--- config.mk ---
export PLATFORM = sky130hd
export DESIGN_NAME = mem_key_controller
export DESIGN_NICKNAME = d
export VERILOG_FILES = /design/src/rtl/mem_key_controller.sv
export SDC_FILE = /design/constraint.sdc
export NUM_CORES = 1
export LEC_CHECK = 0
export ABC_AREA = 0
export CELL_PAD_IN_SITES_DETAIL_PLACEMENT = 0
export CELL_PAD_IN_SITES_GLOBAL_PLACEMENT = 1
export CORE_AREA = 4 4 125 91
export DETAILED_ROUTE_END_ITERATION = 12
export DIE_AREA = 0 0 129 95
export GPL_ROUTABILITY_DRIVEN = 1
export PLACE_DENSITY = 0.82
export SETUP_SLACK_MARGIN = 0.05
export SYNTH_ARGS = -nofsm -noshare
export SYNTH_HDL_FRONTEND = slang
export SYNTH_SLANG_ARGS = --single-unit
--- constraint.sdc ---
create_clock -name clk -period 4.25 [get_ports clk]
set_input_delay 0.425 -clock clk [delete_from_list [all_inputs] [get_ports clk]]
set_output_delay 0.425 -clock clk [all_outputs]
set_load 0.02 [all_outputs]
--- src/rtl/mem_key_controller.sv ---
// ----------------------------------------------------------------------------
// mem_key_controller
//
// Drives a 16x8 synchronous RAM from four active-low pushbuttons. KEY[0] and
// KEY[1] step the address down and up. KEY[2] and KEY[3] decrement and
// increment the byte at the current address using a read-modify-write.
//
// Ports:
//   clk    in   1    system clock, all state changes on posedge
//   rst_n  in   1    asynchronous active-low reset
//   KEY    in   4    raw pushbuttons, asynchronous, 0 = pressed
//   dout   in   DW   RAM read data (registered, 1-cycle latency from a)
//   a      out  AW   RAM address
//   din    out  DW   RAM write data
//   we     out  1    RAM write enable, one-cycle pulse per data key press
//
// Handshake: there is no valid/ready pair. A press event is a single-cycle
// pulse that is either consumed in IDLE or dropped; it is never queued.
// ----------------------------------------------------------------------------
module mem_key_controller #(
    parameter int DEBOUNCE_CYCLES = 500_000,
    parameter int AW              = 4,
    parameter int DW              = 8
) (
    input  logic          clk,
    input  logic          rst_n,
    input  logic [3:0]    KEY,
    input  logic [DW-1:0] dout,
    output logic [AW-1:0] a,
    output logic [DW-1:0] din,
    output logic          we
);

    localparam int CW = $clog2(DEBOUNCE_CYCLES + 1);
    // The debounced state flips on the cycle the count would reach
    // DEBOUNCE_CYCLES, so the compare is against one less.
    localparam logic [CW-1:0] CNT_LAST = CW'(DEBOUNCE_CYCLES - 1);

    localparam logic [1:0] S_IDLE   = 2'd0;
    localparam logic [1:0] S_WRITE  = 2'd1;
    localparam logic [1:0] S_SETTLE = 2'd2;

    // Input path state
    logic [3:0]    sync1_q, sync2_q;
    logic [3:0]    deb_q, deb_d;
    logic [CW-1:0] cnt_q [4];
    logic [CW-1:0] cnt_d [4];
    logic [3:0]    press;

    // FSM and output registers
    logic [1:0]    state_q, state_d;
    logic [AW-1:0] a_q, a_d;
    logic [DW-1:0] din_q, din_d;
    logic          we_q, we_d;

    // Debounce: the counter runs only while the synchronised key disagrees
    // with the accepted state, so any bounce back to agreement restarts it.
    always_comb begin
        for (int i = 0; i < 4; i++) begin
            deb_d[i] = deb_q[i];
            cnt_d[i] = '0;
            if (sync2_q[i] != deb_q[i]) begin
                if (cnt_q[i] == CNT_LAST) begin
                    deb_d[i] = sync2_q[i];
                end else begin
                    cnt_d[i] = cnt_q[i] + CW'(1);
                end
            end
        end
    end

    // Press event is the debounced 1->0 edge, seen in the cycle it commits.
    assign press = deb_q & ~deb_d;

    always_comb begin
        state_d = state_q;
        a_d     = a_q;
        din_d   = din_q;
        we_d    = 1'b0;
        case (state_q)
            S_IDLE: begin
                if (press[0]) begin
                    a_d     = a_q - AW'(1);
                    state_d = S_SETTLE;
                end else if (press[1]) begin
                    a_d     = a_q + AW'(1);
                    state_d = S_SETTLE;
                end else if (press[2]) begin
                    din_d   = dout - DW'(1);
                    we_d    = 1'b1;
                    state_d = S_WRITE;
                end else if (press[3]) begin
                    din_d   = dout + DW'(1);
                    we_d    = 1'b1;
                    state_d = S_WRITE;
                end
            end
            S_WRITE: begin
                state_d = S_SETTLE;
            end
            // SETTLE lets the RAM's registered read catch up with the new
            // address or with the byte just written before IDLE trusts dout.
            S_SETTLE: begin
                state_d = S_IDLE;
            end
            default: begin
                state_d = S_IDLE;
            end
        endcase
    end

    always_ff @(posedge clk or negedge rst_n) begin
        if (!rst_n) begin
            sync1_q <= 4'hF;
            sync2_q <= 4'hF;
            deb_q   <= 4'hF;
            for (int i = 0; i < 4; i++) begin
                cnt_q[i] <= '0;
            end
            state_q <= S_IDLE;
            a_q     <= '0;
            din_q   <= '0;
            we_q    <= 1'b0;
        end else begin
            sync1_q <= KEY;
            sync2_q <= sync1_q;
            deb_q   <= deb_d;
            for (int i = 0; i < 4; i++) begin
                cnt_q[i] <= cnt_d[i];
            end
            state_q <= state_d;
            a_q     <= a_d;
            din_q   <= din_d;
            we_q    <= we_d;
        end
    end

    assign a   = a_q;
    assign din = din_q;
    assign we  = we_q;

endmodule

Word level (Yosys, flattened, before mapping). Index checks and enable logic that the tools add are counted.

$add $sub $neg: 8. Reduce and logical (&&, ||, !) cells: 5. Mux-type cells: 30. Bitwise gates (word level): 4. Eq/ne operators: 10.

Operators with widths (count): $mux 19 (8); $add 19x1->19 const B (4); $eq 19x19->1 const B (4); $mux 8 (2); $mux 1 (13); $add 8x1->8 const B (1); $mux 2 (4); $mux 4 (2); $sub 8x1->8 const B (1); $ne 5x5->1 const B (1); $add 4x1->4 const B (1); $and 4x4->4 (1); $ne 1x1->1 (4); $not 4->4 (1); $pmux 2 s2 (1); $reduce_and 4->1 (1); $reduce_bool 2->1 (2); $sub 4x1->4 const B (1); $eq 2x1->1 const B (1); $logic_not 2->1 (1); $not 1->1 (2); $reduce_and 2->1 (1).

Register bits: 103. Output and inout port bits: 13. Input port bits: 14. Word-level logic and storage cells: 68.

Depth between registers and ports, before layout. Gate-level depths: netlist of run 1.

Depth after elaboration: 10. Mapped depth: 11.

Worst setup path before layout of run 1. OpenSTA, ideal clock, no wires.

Path kind: reg-to-reg. From: register cnt_q[28] in the netlist's numbering. To: register din_q[7], in the netlist din[7]. Cell stages (with the launch flop): 11. Path slack: 1.438 ns. Period minus slack after synthesis: 2.812 ns. Path buffers: 0. Arrival: 2.687 ns. Path through: dfrtp_1 > nor4b_2 > nand4_2 > nor4b_4 > ha_1 > a21oi_1 > nor2b_1 > o31a_1 > o41ai_1 > xnor2_1 > mux2_4.

Cells in the longest elaborated chain, start to end: 7.

Ends and longest elaborated chain: from (decl) (RTL line 46) `logic [CW-1:0] cnt_q [4];`; from (signal, indexed assignment) (RTL line 129) `cnt_q[i] <= cnt_d[i];`; $eq 19x19->1 * (RTL line 63) `if (cnt_q[i] == CNT_LAST) begin`; $mux 1 * (RTL line 63); $mux 1 * (RTL line 62) `if (sync2_q[i] != deb_q[i]) begin`; $not 4->4 * (RTL line 73) `assign press = deb_q & ~deb_d;`; $and 4x4->4 * (RTL line 73); $reduce_bool 2->1 (no source line); $reduce_and 4->1 (no source line); to (signal assigned) (RTL line 133) `din_q <= din_d;`; to (decl) (RTL line 53) `logic [DW-1:0] din_q, din_d;`.

Mark *: on every way between the ends. The rest lies on a longest branch, timed or not. A chain may end at the register's enable or synchronous reset.

Worst setup path after layout of run 1.
From: register cnt_q[28] in the netlist's numbering. To: register din_q[6], in the netlist din[6].

The elaborated chain is that of the path after synthesis.

==> results of run 1 <==
==> worst min path at each step <==
stage / start / endpoint / slack, ns / cells past startpoint
after floorplan: rst_n / a[0] / 0.13 / 0
after global placement: sync1_q[2] / sync2_q[2] / 0.35 / 0
after detailed placement: sync1_q[2] / sync2_q[2] / 0.35 / 0
after CTS: rst_n / cnt_q[55] / 0.24 / 1
after global routing: rst_n / cnt_q[38] / 0.28 / 1
final: rst_n / cnt_q[45] / 0.20 / 1
==> power by group through the flow <==
stage / clock (uW) / sequential (uW) / combinational (uW)
floorplan: 0 / 1040 / 45.9
global placement: 0 / 1040 / 106
detailed placement: 0 / 1040 / 107
CTS: 846 / 1020 / 108
global route: 885 / 1020 / 117
finish: 816 / 1020 / 104
==> stage by stage <==
stage | area (sq um) | utilization, % | std cells | setup WS, ns
2_1_floorplan | 5110 | - | 492 | 1.44
3_3_place_gp | 5490 | 54.0 | 640 | 1.19
3_5_place_dp | 5490 | 54.0 | 640 | 1.10
4_1_cts | 5780 | 56.9 | 656 | 1.10
5_1_grt | 5780 | 56.9 | 656 | 0.864
6_report | 5780 | 56.9 | 656 | 1.16
==> state kept, by name, summed over array words and instances, names as in the netlist <==
register / cells
a: 4
sync2_q: 4
deb_q: 4
din: 8
state_q: 2
sync1_q: 4
cnt_q: 76
we: 1
==> cells in the final DEF (no fill, tap or decap), types with 10 or more instances in the layout <==
master	synthesis	layout
ha_1	12	12
nand4_1	14	14
and3_1	11	11
a21oi_1	11	11
nor2_1	86	86
dfrtp_1	91	91
clkdlybuf4s50_1	0	25
inv_1	25	25
nand2_1	24	24
xor2_1	35	35
dfstp_2	12	12
or3_1	10	10
xnor2_1	38	38
nand3_1	29	29
==> metal layers <==
| metal | share of wire [%] | global-route usage (%) | routed length [um] | vias up |
|---|---|---|---|---|
| met5 | 0 | 0 | 0 | - |
| met4 | 1.2 | 4.46 | 112 | 0 |
| met3 | 3.8 | 4.41 | 344 | 7 |
| met2 | 42 | 22.7 | 3770 | 47 |
| met1 | 53 | 24.0 | 4800 | 1661 |
| li1 | - | - | - | 1713 |
==> cell type report <==
type | instances | area share, %
clock inverters | 3 | 0.736
inverters | 25 | 1.62
multi-input cells | 353 | 41.0
repair buffers | 27 | 4.59
clock buffers | 13 | 4.33
well taps | 132 | 2.86
flip-flops and latches | 103 | 44.8
==> cells by family (layout without fill, tap and decap cells) <==
kind of cell	after synthesis	count (layout)	share of synthesized area, %
mux	15	15	3.75
buf+inv	36	68	2.82
flops	103	103	50.7
xor+xnor	73	73	12.5
fa+ha+maj	14	14	3.72
simple gates	222	222	23.1
compound gates	29	29	3.33
==> summary.md, run 1 <==
| Metric | Value |
|---|---|
| Worst-path clk slew | `0.07 ns` |
| Max Buffers Root-to-Sink | `2` |
| Yosys cell types | `52` |
| Vias in the first global route | `3324` |
| Sequential Area | `0.00259 sq mm` |
| Sequential share of the synthesized area | `approximately 50%` |
| Rel. slew slack | `approximately 43%` |
| Final Hold Viols | `0` |
| CP Buf/Inv Count | `1` |
| Setup tns final | `0 ns` |
| Worst Skew | `0.00640 ns` |
| Final WL | `9.03 mm` |
| Initial Utilization | `50.3%` |
| Crit path to | `din[6]` |
| FF-to-FF setup slack | `1.16 ns` |
| Max rail drop VDD | `0.192 mV` |
| Final hold slack | `0.198 ns` |
| Synth Net Count | `520` |
| Total setup buffers inserted after CTS | `0` |
| Initial antenna violation count | `0` |
| First-pass GRT wire length | `15.7 mm` |
| Largest net degree at the start of global routing | `72` |
| Synthesis-to-layout area growth | `13.2%` |
| Via Count | `3428` |
| R2R depth | `11` |
| Commonest cells post-synth | `dfrtp_1, nor2_1, xnor2_1` |
| Setup crit end kind | `flip-flop` |
| Yosys top cell area share | `44.6%` |
| Synth Flop Type | `dfrtp_1` |
| Via density | `5.23` |
| P per Cell Area | `335 mW/mm^2` |
| Top delay family on crit path | `simple AND/OR/NAND/NOR gates` |
| CP Max Fanout | `9` |
| Min Tclk post-route | `3.09 ns` |
| Chip Width | `129 um` |
| Worst slew pin tran | `around 0.85 ns` |
| H-tree depth | `3` |
| Core Region | `0.0102 sq mm` |
| Area leader, netlist | `dfrtp_1` |
| Antenna Diode Count | `0` |
| GRT Residual Overflow | `0` |
| Seq cells post-synth | `103` |
| CTS sink cnt | `103` |
| Fmax | `0.324 GHz` |
| Resize count post-CTS | `0` |
| Fillers | `879` |
| Setup crit start | `cnt_q[28]` |
| CP Class | `reg2reg` |
| YS warnings | `0` |
| Net Sw Frac | `a little over a fifth` |
| Switching power | `417 uW` |
| Post-Syn Area per Cell | `10.4 sq um` |
| Die height | `between 90 and 100 um` |
| Cell count after synthesis | `~490` |
| Power consumption | `1940 uW` |
| HP Class | `in2async` |
| CP Data Required Time | `4.48 ns` |
| Internal power | `1520 uW` |
| CTS Buf Count | `9` |
| Final Max Slew Viols | `0` |
| Root Driver | `clkbuf_16` |
| Global-route total usage across every layer | `16.0%` |
| CTS tree | `built` |
| Latest clock arrival within the worst-skew pair | `approximately 0.34 ns` |
| Remaining DRCs | `0` |
| Crit-path cells | `nor4b_2 > nand4_2 > nor4b_4 > inv_1 > fa_1 > nor2b_1 > o21ai_0 > a21boi_0 > or4_1 > nand3_1 > mux2_4` |
| Top post-synthesis cells by area | `dfrtp_1, xnor2_1, nor2_1` |
| Port bufs | `26` |
| Area of the die | `0.0123 sq mm` |
| Layout cells sized above 1 | `9.54%` |
| Hold Buf Count CTS | `0` |
| Crit-path max cell delay | `0.51 ns` |
| Max-cap violations | `0` |
| Drt first pass iters | `6` |
| Status | `completed` |
| Sequential share of power | `52.5%` |
| Initial drt markers | `258` |
| Final net count | `547` |
| Levels on crit path | `11` |
| Post-Syn Area | `between 0.005 and 0.006 sq mm` |
| Worst Path Arrival | `3.32 ns` |
| Top-count cell post-synth | `dfrtp_1` |
| Part of the power in combinational logic | `5.3%` |
| CP max-delay cell | `nor4b_4` |
| Unrepaired setup endpoints after global routing | `no` |
| P_leak | `about 0.0025 uW` |
| Antenna viol nets, final | `0` |
| R2R Path End | `din[6]` |
| FFs w/ async S/R, synth | `between 90% and 100%` |
| Std-Cell Rows | `31` |
| Post-synth EDFFs | `0` |
| Area of the multi-input gates | `0.00237 sq mm` |
| GPL Wtd Cong | `0.822` |
| Final setup vio count | `0` |
| Count of boundary I/O pins | `27` |
| Worst setup SP type | `flip-flop` |
| Hpwl dp | `6.28 mm` |
| R2r startpoint | `cnt_q[28]` |
| Wire per inst | `13.8 um` |
| Final worst-path cycle share | `between 70% and 80%` |
| Clk pwr share | `42.1%` |
(Power assumes the default switching activity.)
==> run 2, diff against run 1 <==
Settings changed: CORE_AREA 4 4 125 91 to 4 4 136 99, DIE_AREA 0 0 129 95 to 0 0 140 103, PLACE_DENSITY 0.82 to 0.73.
Clock period 4.25 ns to 2.6 ns, I/O delays scaled along.
==> summary.md, run 2 (synthesized netlist as in run 1, its figures left out) <==
| Metric | Value |
|---|---|
| Setup tns final | `-0.461 ns (-0.461 ns)` |
| Layout cells sized above 1 | `19.9% (+10 points)` |
| CP Class | `reg2reg` |
| Die height | `103 um (+8.4%)` |
| Status | `finished with violations` |
| Wire length on met3 | `293 um (-15%)` |
| Via Count | `3579 (+4.4%)` |
| Post-layout util | `51.6% (-5.3 points)` |
| Port bufs | `26 (unchanged)` |
| HP Class | `in2reg` |
| Area of the die | `0.0144 sq mm (+18%)` |
| Root Driver | `clkbuf_16` |
| Final setup vio count | `3 (+3)` |
| Top routing layer used | `met4` |
| Final WL | `9.76 mm (+8.1%)` |
| Global-route total usage across every layer | `14.4% (-1.7 points)` |
| Fmax | `0.358 GHz (+11%)` |
| Chip Width | `140 um (+8.5%)` |
| Fillers | `1124 (+28%)` |
| Largest register by flop count | `cnt_q` |
| First-pass GRT wire length | `16.8 mm (+7.0%)` |
| Wire per inst | `13.4 um (-3.0%)` |
| Synthesis-to-layout area growth | `22.8%` |
| Rel. slew slack | `54.0% (+11 points)` |
| Core Region | `0.0122 sq mm (+20%)` |
| Worst Path Arrival | `3.02 ns (-0.30 ns)` |
| GPL Wtd Cong | `0.783 (-4.7%)` |
| P_leak | `0.00279 uW (+10%)` |
| Final worst-path cycle share | `107% (+35 points)` |
| Antenna Diode Count | `0 (unchanged)` |
| Met2 wire len | `4.41 mm (+17%)` |
| Worst slew pin tran | `0.690 ns (-0.164 ns)` |
| Latest clock arrival within the worst-skew pair | `0.34 ns (about the same)` |
| Max Buffers Root-to-Sink | `2 (unchanged)` |
| Max reg flops | `76 (unchanged)` |
| Most frequent cells in the layout | `dfrtp_1, nor2_1, buf_4, xnor2_1, xor2_1` |
| Via density | `4.90 (-6.3%)` |
| Drt first pass iters | `6 (unchanged)` |
| Setup WS post-layout | `-0.191 ns (-1.35 ns)` |
| Final Hold Viols | `0 (unchanged)` |
| Final cell count without fillers | `731 (+11%)` |
| CTS Buf Count | `9 (unchanged)` |
| Max-cap violations | `0 (unchanged)` |
| P per Cell Area | `498 mW/mm^2 (+49%)` |
| Min Tclk post-route | `2.79 ns (-0.300 ns)` |
| Vias in the first global route | `3554 (+6.9%)` |
| Wl on met1 | `4.97 mm (+3.5%)` |
| Setup crit end kind | `flip-flop` |
| Worst-path clk slew | `0.07 ns (about the same)` |
| Initial drt markers | `82 (-68%)` |
| CTS tree | `built` |
| Final non-filler cell area | `0.00628 sq mm (+8.5%)` |
| Worst Skew | `0.00809 ns (+0.00169 ns)` |
| Hpwl dp | `6.87 mm (+9.3%)` |
| CP Max Fanout | `6 (-3)` |
| Violated checks | `negative setup slack` |
| Initial antenna violation count | `0 (unchanged)` |
| GRT Residual Overflow | `0 (unchanged)` |
| CP Data Required Time | `2.83 ns (-1.65 ns)` |
| Placed insts | `709 (+11%)` |
| CTS sink cnt | `103 (unchanged)` |
| Initial Utilization | `42.0% (-8.3 points)` |
| Std-Cell Rows | `34 (+9.7%)` |
| Final Max Slew Viols | `0 (unchanged)` |
| Max rail drop VDD | `0.359 mV (+87%)` |
| Worst setup SP type | `flip-flop` |
| Largest net degree at the start of global routing | `54 (-25%)` |
| Antenna viol nets, final | `0 (unchanged)` |
| Final net count | `592 (+8.2%)` |
| H-tree depth | `3 (unchanged)` |
| Leading cell type in the layout, fill and taps excluded | `dfrtp_1` |
| Count of boundary I/O pins | `27 (unchanged)` |
| Placed inst area | `0.00584 sq mm (+6.4%)` |
| Remaining DRCs | `0 (unchanged)` |
| Unrepaired setup endpoints after global routing | `yes` |
run 2: changes by cell type in the layout (fill, tap and decap cells not counted), sizes merged:
cell	change
buf	+44
clkbuf	-3
clkinv	+3
bufinv	-1
clkinvlp	+1
dlygate4sd3	+1
run 2: layer usage:
metal | track usage, % | up-vias
met5 | 0 | -
met4 | 3.72 | 0
met2 | 22.8 | 35
met3 | 3.66 | 8
met1 | 19.9 | 1731
li1 | - | 1805
run 2: power by group:
part           internal [uW]  total (uW)  switching, uW
sequential              1640        1660           22.3
clock                    678        1260            587
combinational           94.2         201            107
run 2: cell type report:
cell class	count	area, sq um	area share (%)
well taps	162	203	3.23
clock buffers	10	239	3.81
multi-input cells	353	2480	39.5
repair buffers	72	622	9.91
inverters	25	93.8	1.50
flip-flops and latches	103	2590	41.3
clock inverters	6	46.3	0.738
run 2: worst max-delay path: stages, from the launching register on:
cell and delay [ns]:
dfrtp_1 0.40, nor4b_2 0.29, nand4_2 0.17, nor4b_4 0.31, buf_6 0.17, ha_4 0.21
a21oi_4 0.15, nor2b_2 0.06, o31a_1 0.28, o41ai_2 0.26, xnor2_1 0.11, mux2_4 0.26
run 2: timing repair:
action,CTS,global route
hold endpoints to repair,44,0
buffers inserted,3,2
gates resized for setup,3,15
hold buffers,1,0
endpoints found under the setup margin,8,9
pin swaps,5,8
run 2: per-stage QoR:
stage	hold slack [ns]	setup slack, ns	power [uW]
after global placement	0.334	-0.128	1880
final	0.318	-0.191	3130
after CTS	0.303	-0.189	3180
after global routing	0.307	-0.364	3280
after floorplan	-0.0356	-0.190	1780
after detailed placement	0.345	-0.234	1880
run 2: path summary, 6_finish.rpt:
path | startpoint | cells past startpoint | end | slack, ns
max | cnt_q[25] | 11 | din[7] | -0.19
min | KEY[0] | 1 | sync1_q[0] | 0.32
max reg2reg | cnt_q[25] | 11 | din[7] | -0.19
min reg2reg | sync1_q[1] | 0 | sync2_q[1] | 0.36
max in group asynchronous | rst_n | 3 | sync1_q[3] | 1.34
min in group asynchronous | rst_n | 2 | cnt_q[41] | 0.49
